`config.mk`:
```
export PLATFORM = sky130hd
export DESIGN_NAME = xadc_drp_scheduler
export DESIGN_NICKNAME = d
export VERILOG_FILES = /design/src/rtl/xadc_drp_scheduler.sv
export SDC_FILE = /design/constraint.sdc
export NUM_CORES = 1
export LEC_CHECK = 0
export ABC_AREA = 0
export CELL_PAD_IN_SITES_DETAIL_PLACEMENT = 2
export CELL_PAD_IN_SITES_GLOBAL_PLACEMENT = 2
export CORE_AREA = 5 5 136 138
export CTS_CLUSTER_DIAMETER = 30
export DETAILED_ROUTE_END_ITERATION = 6
export DIE_AREA = 0 0 141 143
export PLACE_DENSITY_LB_ADDON = 0.1
export SLEW_MARGIN = 5
export SYNTH_ARGS = -nofsm -noshare
export SYNTH_HDL_FRONTEND = slang
export SYNTH_SLANG_ARGS = --single-unit
```
`constraint.sdc`:
```
create_clock -name clk -period 2.1 [get_ports clk]
set_input_delay 0.21 -clock clk [delete_from_list [all_inputs] [get_ports clk]]
set_output_delay 0.21 -clock clk [all_outputs]
set_load 0.05 [all_outputs]
```
`src/rtl/xadc_drp_scheduler.sv`:
```
// ---- xadc_drp_scheduler : shares the XADC DRP port between EOC result reads and a host port -- rev 1.0 ----
`default_nettype none

module xadc_drp_scheduler #(
  parameter int          NUM_CH      = 4,
  parameter logic [4:0]  CH_BASE     = 5'h15,
  parameter int          DRP_TIMEOUT = 64,
  localparam int         SLOT_W      = (NUM_CH > 1) ? $clog2(NUM_CH) : 1
) (
  input  logic                   clk,
  input  logic                   reset_n,
  input  logic                   eoc_in,
  input  logic [4:0]             channel_in,
  input  logic                   drdy_in,
  input  logic [15:0]            do_in,
  output logic                   den_out,
  output logic                   dwe_out,
  output logic [6:0]             daddr_out,
  output logic [15:0]            di_out,
  input  logic                   host_req,
  input  logic                   host_we,
  input  logic [6:0]             host_addr,
  input  logic [15:0]            host_wdata,
  output logic                   host_ack,
  output logic [15:0]            host_rdata,
  output logic [12*NUM_CH-1:0]   sample_data,
  output logic [NUM_CH-1:0]      sample_valid,
  output logic                   sample_stb,
  output logic [SLOT_W-1:0]      sample_slot,
  output logic [7:0]             overrun_cnt,
  output logic                   timeout_err
);

  localparam int         CNT_W = $clog2(DRP_TIMEOUT + 1);
  localparam logic [5:0] CH_LO = {1'b0, CH_BASE};
  localparam logic [5:0] CH_HI = CH_LO + 6'(NUM_CH);

  typedef enum logic [2:0] {
    IDLE       = 3'd0,
    EOC_ISSUE  = 3'd1,
    EOC_WAIT   = 3'd2,
    HOST_ISSUE = 3'd3,
    HOST_WAIT  = 3'd4
  } state_t;

  state_t             state, state_nx;
  logic               pending;
  logic [4:0]         lat_ch;
  logic [SLOT_W-1:0]  lat_slot;
  logic [SLOT_W-1:0]  act_slot;
  logic [CNT_W-1:0]   wait_cnt;
  logic [6:0]         addr_q;
  logic [15:0]        di_q;
  logic               we_q;

  logic [5:0]         ch_ext;
  logic [5:0]         ch_off;
  logic               in_range;
  logic               eoc_take;
  logic               eoc_drop;
  logic               host_go;
  logic               wait_timeout;

  assign ch_ext       = {1'b0, channel_in};
  assign ch_off       = ch_ext - CH_LO;
  assign in_range     = (ch_ext >= CH_LO) && (ch_ext < CH_HI);
  assign eoc_take     = eoc_in && in_range && !pending;
  assign eoc_drop     = eoc_in && in_range && pending;
  // The ack cycle still sees host_req high; don't start a second access on it.
  assign host_go      = host_req && !host_ack;
  assign wait_timeout = (wait_cnt == CNT_W'(DRP_TIMEOUT));

  always_comb begin
    state_nx  = state;
    den_out   = 1'b0;
    dwe_out   = we_q;
    daddr_out = addr_q;
    di_out    = di_q;
    case (state)
      IDLE: begin
        if (pending)       state_nx = EOC_ISSUE;
        else if (host_go)  state_nx = HOST_ISSUE;
        else if (eoc_take) state_nx = EOC_ISSUE;
      end
      EOC_ISSUE: begin
        den_out   = 1'b1;
        dwe_out   = 1'b0;
        daddr_out = {2'b00, lat_ch};
        state_nx  = EOC_WAIT;
      end
      EOC_WAIT: begin
        if (drdy_in || wait_timeout) state_nx = IDLE;
      end
      HOST_ISSUE: begin
        den_out   = 1'b1;
        dwe_out   = host_we;
        daddr_out = host_addr;
        di_out    = host_wdata;
        state_nx  = HOST_WAIT;
      end
      HOST_WAIT: begin
        if (drdy_in || wait_timeout) state_nx = IDLE;
      end
      default: state_nx = IDLE;
    endcase
  end

  always_ff @(posedge clk or negedge reset_n) begin
    if (!reset_n) begin
      state        <= IDLE;
      pending      <= 1'b0;
      lat_ch       <= '0;
      lat_slot     <= '0;
      act_slot     <= '0;
      wait_cnt     <= '0;
      addr_q       <= '0;
      di_q         <= '0;
      we_q         <= 1'b0;
      host_ack     <= 1'b0;
      host_rdata   <= '0;
      sample_data  <= '0;
      sample_valid <= '0;
      sample_stb   <= 1'b0;
      sample_slot  <= '0;
      overrun_cnt  <= '0;
      timeout_err  <= 1'b0;
    end else begin
      state      <= state_nx;
      addr_q     <= daddr_out;
      di_q       <= di_out;
      we_q       <= dwe_out;
      sample_stb <= 1'b0;
      host_ack   <= 1'b0;

      if (state == EOC_ISSUE) begin
        pending  <= 1'b0;
        act_slot <= lat_slot;
      end
      // eoc_take implies pending=0, so it never collides with the clear above.
      if (eoc_take) begin
        pending  <= 1'b1;
        lat_ch   <= channel_in;
        lat_slot <= ch_off[SLOT_W-1:0];
      end
      if (eoc_drop && (overrun_cnt != 8'hFF)) overrun_cnt <= overrun_cnt + 8'd1;

      if (den_out)                                          wait_cnt <= CNT_W'(1);
      else if ((state == EOC_WAIT) || (state == HOST_WAIT)) wait_cnt <= wait_cnt + CNT_W'(1);

      if (state == EOC_WAIT) begin
        if (drdy_in) begin
          for (int k = 0; k < NUM_CH; k++) begin
            if (act_slot == SLOT_W'(k)) begin
              sample_data[12*k +: 12] <= do_in[15:4];
              sample_valid[k]         <= 1'b1;
            end
          end
          sample_stb  <= 1'b1;
          sample_slot <= act_slot;
        end else if (wait_timeout) begin
          timeout_err <= 1'b1;
        end
      end

      if (state == HOST_WAIT) begin
        if (drdy_in) begin
          if (!we_q) host_rdata <= do_in;
          host_ack <= 1'b1;
        end else if (wait_timeout) begin
          host_rdata  <= 16'hDEAD;
          host_ack    <= 1'b1;
          timeout_err <= 1'b1;
        end
      end
    end
  end

endmodule

`default_nettype wire

```
; ---- Word level (Yosys, flattened, before mapping)
; Cells that the tools add are included.
[totals]
ff_bits = 125
in_bits = 50
output_inout_bits = 106
wordCells = 91
[op_classes]
add_sub_neg = 3
magnitude_cmp = 2
eq_ne = 12
muxes = 27
reduce_logical = 24
[ops]
columns = cell, n
row1 = 16-bit two-way mux, 4
row2 = 3-bit AND reduction, 5
row3 = 1-bit two-way mux, 14
row4 = 7-bit two-way mux, 2
row5 = 7-bit case mux with 2 select lines, 1
row6 = 3-bit two-way mux, 4
row7 = 3-bit case mux with 4 select lines, 1
row8 = "8-bit by 1-bit adder with 8-bit output, second input constant", 1
row9 = "8-bit inequality test, second input constant", 1
row10 = "7-bit by 1-bit adder with 7-bit output, second input constant", 1
row11 = "7-bit == test, second input constant", 1
row12 = "3-bit by 2-bit == test with 1-bit output, second input constant", 2
row13 = 1-bit logical AND, 6
row14 = 2-bit nonzero test, 3
row15 = "5-bit greater-or-equal comparator, second input constant", 1
row16 = "5-bit less-than comparator, second input constant", 1
row17 = "2-bit == test, second input constant", 2
row18 = "4-bit inequality test, second input constant", 1
row19 = 2-bit AND reduction, 2
row20 = 2-bit OR reduction, 2
row21 = "3-bit by 1-bit == test with 1-bit output, second input constant", 1
row22 = "3-bit == test, second input constant", 1
row23 = 3-bit zero test, 1
row24 = "2-bit by 1-bit == test with 1-bit output, second input constant", 1
row25 = other kinds (7), 9

; ---- Longest topological paths before layout
; Gate-level depths: netlist of run 1.
[logic_depth]
depth_word = 8
depth_mapped = 8
depth_no_buf = 6

; ---- Worst setup path after synthesis of run 1
; OpenSTA, ideal clock, no wires.
[synth_path]
kind = reg-to-reg
start = register state[1]
end = register addr_q[0]
setup_ns = 0.248
arrival_ns = 2.256
required_ns = 1.852
setup_slack_ns = -0.405
stages_incl_launch_ff = 6
n_path_buf = 3
period_less_slack_ns = 2.505
path_cell_list = dfrtp_1 -> buf_2 -> buf_1 -> buf_2 -> mux2i_1 -> o21ai_0
[synth_via]
elab_chain_cells = 2
elab_cells_between_ends = 3
classes_between = 2 x eq/ne / 1 x mux
[synth_lines]
columns = element, line_no
row1 = start: declaration, 46  ; state_t state, state_nx;
row2 = start signal: assignment, 128  ; state <= state_nx;
row3 = 3-bit by 2-bit == test with 1-bit output or 3-bit by 1-bit == test with 1-bit output (tied branches), 79  ; case (state)
row4 = 7-bit case mux with 2 select lines (*), 79
row5 = net daddr_out[0], 18  ; output logic [6:0] daddr_out,
row6 = end signal: assignment, 129  ; addr_q <= daddr_out;
row7 = end: declaration, 52  ; logic [6:0] addr_q;
; Mark *: on every way through the listed nets, which the timed path passes. The rest lies on a longest branch.
; A chain may end at the register's enable or synchronous reset.

; ---- Worst setup path in the final report of run 1
[layout_path]
start = register state[0]
end = output di_out[8]
[layout_via]
elab_chain_cells = 2
[layout_lines]
columns = element, line_no
row1 = 3-bit by 2-bit == test with 1-bit output, 79
row2 = 16-bit two-way mux, 79
row3 = end: declaration, 19  ; output logic [15:0] di_out,
; Every way passes these cells.

==> results of run 1 <==
-- kinds of logic after synthesis --
kind of cell	synth area share, %
simple gates	9.554
flops	60.31
mux	18.34
compound gates	6.635
buf+inv	2.847
fa+ha+maj	0.9651
xor+xnor	1.351
-- through the flow --
stage	power [W]	setup TNS, ns	hold WS [ns]	instances	worst slack [ns]
after floorplan	0.009238	0	-0.08559	387	0.02518
after global placement	0.01277	-0.1697	0.2487	772	-0.04652
after detailed placement	0.01300	-0.5064	0.2506	772	-0.1262
after CTS	0.01637	0	0.3410	806	0.02395
after global routing	0.01696	0	0.3755	811	0.01047
final	0.01621	0	0.3333	811	0.09896
-- sequential cells by signal, summed over array words and instances (netlist names) --
signal,flops
sample_stb,1
host_ack,1
state,3
wait_cnt,7
we_q,1
overrun_cnt,8
sample_data,48
lat_ch,5
host_rdata,16
act_slot,2
pending,1
timeout_err,1
sample_slot,2
addr_q,7
sample_valid,4
lat_slot,2
di_q,16
-- worst max-delay path by stage --
stage	cells past startpoint	end	slack, ns	from
after floorplan	5	daddr_out[0]	0.03	state[1]
after global placement	5	lat_ch[1]	-0.05	channel_in[1]
after detailed placement	5	lat_ch[1]	-0.13	channel_in[1]
after CTS	5	di_out[15]	0.02	state[0]
after global routing	6	di_out[8]	0.01	state[2]
final	5	di_out[8]	0.1	state[0]
-- where the power goes --
group | total, W | switching (W) | internal (W) | leakage, nW
Sequential | 0.00410 | 0.000645 | 0.00346 | 1.54
Clock | 0.00317 | 0.00116 | 0.00201 | 0.313
Combinational | 0.00893 | 0.00531 | 0.00363 | 1.77
Total | 0.0162 | 0.00711 | 0.00909 | 3.62
-- critical path: stages, from the launching register on --
cell,delay [ns]
dfrtp_2,0.47
nand2_2,0.12
inv_4,0.06
nand2_8,0.15
mux2_2,0.40
buf_12,0.16
-- repair_timing --
item | CTS | global route
setup buffers | 1 | 5
endpoints found under the setup margin | 16 | 28
hold endpoints to repair | 39 | 0
hold buffers | 1 | 0
gates cloned | 0 | 0
gates resized for setup | 4 | 4
-- per-layer routing --
layer | routed length, um | part of all wire, %
met5 | 0 | 0
met4 | 219 | 1.3
met3 | 737 | 4.5
met2 | 8202 | 51
met1 | 7066 | 44
-- placed cells by master, fill, tap and decap left out, types with 3 or more instances in the layout --
cell	count
a21oi_1	6
a221oi_1	3
a22o_1	5
a31oi_1	3
and3_1	4
buf_12	31
buf_4	23
bufinv_16	4
clkbuf_16	17
clkdlybuf4s50_1	129
clkinv_4	5
dfrtp_1	124
ha_1	4
inv_1	10
inv_6	5
mux2_2	50
mux2_4	20
mux2i_1	8
nand2_1	30
nand2b_1	8
nand3_1	9
nand4_1	3
nor2_1	8
nor2b_1	3
nor3_1	6
nor4_1	3
o21ai_0	9
o21ai_1	5
o22a_1	11
xnor2_1	8
-- cell type report --
type,instances,area (um^2)
Inverter,13,56.30
Multi-Input combinational cell,232,1937
Clock buffer,17,425.4
Fill cell,1689,8924
Timing Repair Buffer,184,2095
Clock inverter,15,209.0
Sequential cell,125,3129
Tap cell,225,281.5
==> impl_metrics.ini, run 1 <==
[worst_setup_path]
reg2reg_depth = 5
r2r-end = host_rdata[8]
arrival_ns = 1.79
r2r_start = state[2]
required_ns = 1.89
reg2reg_slack_ns = 0.12
endpoint_kind = output port
startpoint_type = flip-flop
crit_fanout = 17
critPathKind = flip-flop to output port

[clock_network]
cts-root-buf = clkbuf_16
cts_made_buffers = 17
clock_path_buffers = 2
cts.sinks = 125
worst_skew_pair.late_latency_ns = 0.42
clkTransAtPathRegs_ns = 0.06
htree_levels = 4
cts_tree = yes

[cells_and_area]
final_nets = 627
layout-drive-gt1-share_pct = 29.35
syn_to_final_growth_pct = 56.82
final_area_mm2 = 0.008133
diodes = 0
finish.utilization_pct = 47.68

[synthesis]
yosys-top-cells-area = dfrtp_1 60%, mux2_2 11%, mux2_4 5.5%, nand2_1 2.2%, o22a_1 1.9%
async_reset_ff_share_pct = 100.0
yosysTopAreaCellShare_pct = 60.31
synth_seq_cells = 125
synth_commonest_cells = 125 x dfrtp_1, 51 x mux2_2, 31 x nand2_1
synth_top_area_cell = dfrtp_1
synth-edff-count = 0
netlist_area_mm2 = 0.005186
synthCells = 387
synth_ff_type = dfrtp_1
ys_seq_area_share_pct = 60.31
synth.distinct_cells = 50
avgSynthCellArea_um2 = 13.40
synth_fp_nets = 441
yosys_warnings = 0
synth.most_common_cell = dfrtp_1

[min_path]
min_path_type = input pin to asynchronous set/reset pin

[placed_design]
gp_congestion = 0.7571
dpl_cell_area_mm2 = 0.007416
port_buffers = 155
dp_hpwl_um = 11490

[sta]
grt_setup_unrepaired = no
slew_headroom_pct = 54.98
skew_ns = 0.009324
setup_violations = 0
fmax_ghz = 0.4997
final_hold_viol_count = 0
worst_pin_slew_ns = 0.6682
finalMaxSlewViolations = 0
post-route-period-util_pct = 95.29
fin_crit_ns = 2.001

[grt]
antenna_found_initial = 0
met2_usage_pct = 28.40
grt_usage_pct = 16.61
met1_usage_pct = 20.67
grt.busiest_layer = met2
use_met3_pct = 4.153
grt_pass1_wl_um = 25610
grt_max_degree = 43
grt_pass1_vias = 4433
overflow = 0

[floorplan]
initial_utilization_pct = 30.41
num_rows = 48
ios = 156
core_area_mm2 = 0.01706
die_w_um = 141
dieHeight_um = 143
dieArea_mm2 = 0.02016

[drt]
route.detailed.drc = 0
wl_um = 16230
vias_per_cell = 4.773
wl_per_cell_um = 20.01
drt_iter0_markers = 89
first_pass_iters = 4
vias = 3871
antenna_left = 0

[status]
outcome = complete, no violations

[power_and_ir_drop]
power_leakage_nw = 3.621
peakVddDrop_mv = 1.100
powerDensity_mw_per_mm2 = 1993

[flow_run]
drv_cap = 0
Note: power is estimated with default switching activity, not from simulation.
==> run 2: changes to the inputs <==
--- a/config.mk
+++ b/config.mk
@@ -9,10 +9,12 @@
 export CELL_PAD_IN_SITES_DETAIL_PLACEMENT = 2
 export CELL_PAD_IN_SITES_GLOBAL_PLACEMENT = 2
 export CORE_AREA = 5 5 136 138
+export CTS_BUF_LIST = sky130_fd_sc_hd__clkbuf_16
 export CTS_CLUSTER_DIAMETER = 30
 export DETAILED_ROUTE_END_ITERATION = 6
 export DIE_AREA = 0 0 141 143
 export PLACE_DENSITY_LB_ADDON = 0.1
+export REMOVE_ABC_BUFFERS = 1
 export SLEW_MARGIN = 5
 export SYNTH_ARGS = -nofsm -noshare
 export SYNTH_HDL_FRONTEND = slang
==> run 2 against run 1 <==
Via count shrank 0.75%; die area is the same; wire length shrank 8.4%; fmax grew 1.5%; utilization shrank 0.18 points; design area shrank 0.38%; critical path type unchanged; global-route usage shrank 1.3 points; register-to-register slack gained 0.04 ns.
==> impl_metrics.ini, run 2 (synthesis results as in run 1) <==
[sta]
fin_crit_ns = 1.971
fmax_ghz = 0.5074
post-route-period-util_pct = 93.85
finalMaxSlewViolations = 0
final_hold_viol_count = 0
skew_ns = 0.01163
slew_headroom_pct = 56.52
holdWs_ns = 0.3036
layout_setup_ws_ns = 0.1291
setup_violations = 0
worst_pin_slew_ns = 0.6454

[drt]
first_pass_iters = 4
vias_per_cell = 4.737
wl_per_cell_um = 18.34
wl_um = 14870
route.detailed.drc = 0
vias = 3842
antenna_left = 0
drt_iter0_markers = 86
wl_met3_um = 995
topRoutingLayerUsed = met4
wl_met1_um = 6467
wl_met2_um = 7201

[status]
outcome = complete, no violations

[grt]
grt_pass1_vias = 4450
grt_pass1_wl_um = 24050
grt_max_degree = 60
grt_usage_pct = 15.30
antenna_found_initial = 0
overflow = 0

[worst_setup_path]
max_stage_delay_ns = 0.42
critPathKind = flip-flop to output port
endpoint_kind = output port
reg2reg_depth = 5
r2r_start = state[2]
required_ns = 1.89
arrival_ns = 1.76
reg2reg_slack_ns = 0.16
cp_slowest_cell = dfrtp_1
crit_buf_inv = 2
cp_cell_sequence = nand2_1, inv_4, nand2_8, mux2_2, buf_12
crit_path_start = state[0]
worstSetupPathDepth = 5
cp-endpoint = di_out[14]
startpoint_type = flip-flop
r2r-end = host_rdata[8]
crit_fanout = 17
crit_family = flip-flops

[cells_and_area]
syn_to_final_growth_pct = 56.21
final_nets = 627
largest_reg_flops = 48
diodes = 0
layout-drive-gt1-share_pct = 29.18
layout_commonest_cell = clkdlybuf4s50_1
top_regs = sample_data x48, di_q x16, host_rdata x16
layout_common_cells = 129 x clkdlybuf4s50_1, 124 x dfrtp_1, 51 x mux2_2
final_area_mm2 = 0.008102
regMostFlops = sample_data

[power_and_ir_drop]
peakVddDrop_mv = 1.017
power_leakage_nw = 3.604
power_w = 0.01600
powerDensity_mw_per_mm2 = 1975

[floorplan]
dieArea_mm2 = 0.02016
dieHeight_um = 143
ios = 156
initial_utilization_pct = 30.41
core_area_mm2 = 0.01706
num_rows = 48
die_w_um = 141

[clock_network]
worst_skew_pair.late_latency_ns = 0.42
clock_path_buffers = 2
htree_levels = 4
cts-root-buf = clkbuf_16
cts_made_buffers = 17
clkTransAtPathRegs_ns = 0.06
cts.sinks = 125
cts_tree = yes

[placed_design]
dpl_cell_area_mm2 = 0.007418
gp_congestion = 0.7649
dp_hpwl_um = 11030
dp_slack_ns = -0.06290
port_buffers = 155

[min_path]
min_path_type = input pin to asynchronous set/reset pin

[flow_run]
drv_cap = 0
[run 2: area by class of cell]
type	count	area, um^2
clock inverters	15	196.4
well taps	225	281.5
fillers	1647	8955
repair buffers	184	2082
flip-flops and latches	125	3129
inverters	13	53.80
clock buffers	17	425.4
multi-input cells	232	1933
[run 2: worst min-delay path by stage]
stage	endpoint	depth (start not counted)	startpoint	slack, ns
final	sample_data[28]	2	reset_n	0.30
after global routing	sample_data[16]	2	reset_n	0.35
after CTS	sample_data[45]	2	reset_n	0.32
after detailed placement	sample_data[28]	1	reset_n	0.23
after global placement	sample_data[16]	1	reset_n	0.21
after floorplan	act_slot[0]	0	reset_n	-0.09
[run 2: repair_timing]
item / in CTS / in global routing
pin swaps: 0 / 0
cloned: 0 / 0
setup endpoints to repair: 20 / 32
gates resized for setup: 4 / 6
endpoints found under the hold margin: 33 / 0
buffers inserted: 0 / 4
hold buffers: 1 / 0
[run 2: through the flow]
| stage | util [%] | setup TNS (ns) | cells |
|---|---|---|---|
| after CTS | 47.30 | -0.1263 | 807 |
| after detailed placement | 43.49 | -0.3315 | 774 |
| after global placement | 43.49 | 0 | 774 |
| after floorplan | - | -7.010 | 370 |
| after global routing | 47.50 | -0.05917 | 811 |
| final | 47.50 | 0 | 811 |
[run 2: power by group]
| group | internal (W) | total [W] | switching (W) |
|---|---|---|---|
| clock | 0.00198 | 0.00309 | 0.00111 |
| combinational | 0.00363 | 0.00881 | 0.00518 |
| sequential | 0.00346 | 0.00409 | 0.000634 |
| total | 0.00907 | 0.0160 | 0.00692 |
[run 2: routing by layer]
layer / vias to the layer above / GRT usage (%)
met5: - / 0
met4: 0 / 5.048
met3: 14 / 5.626
met2: 116 / 25.71
met1: 1956 / 18.31
li1: 1756 / -
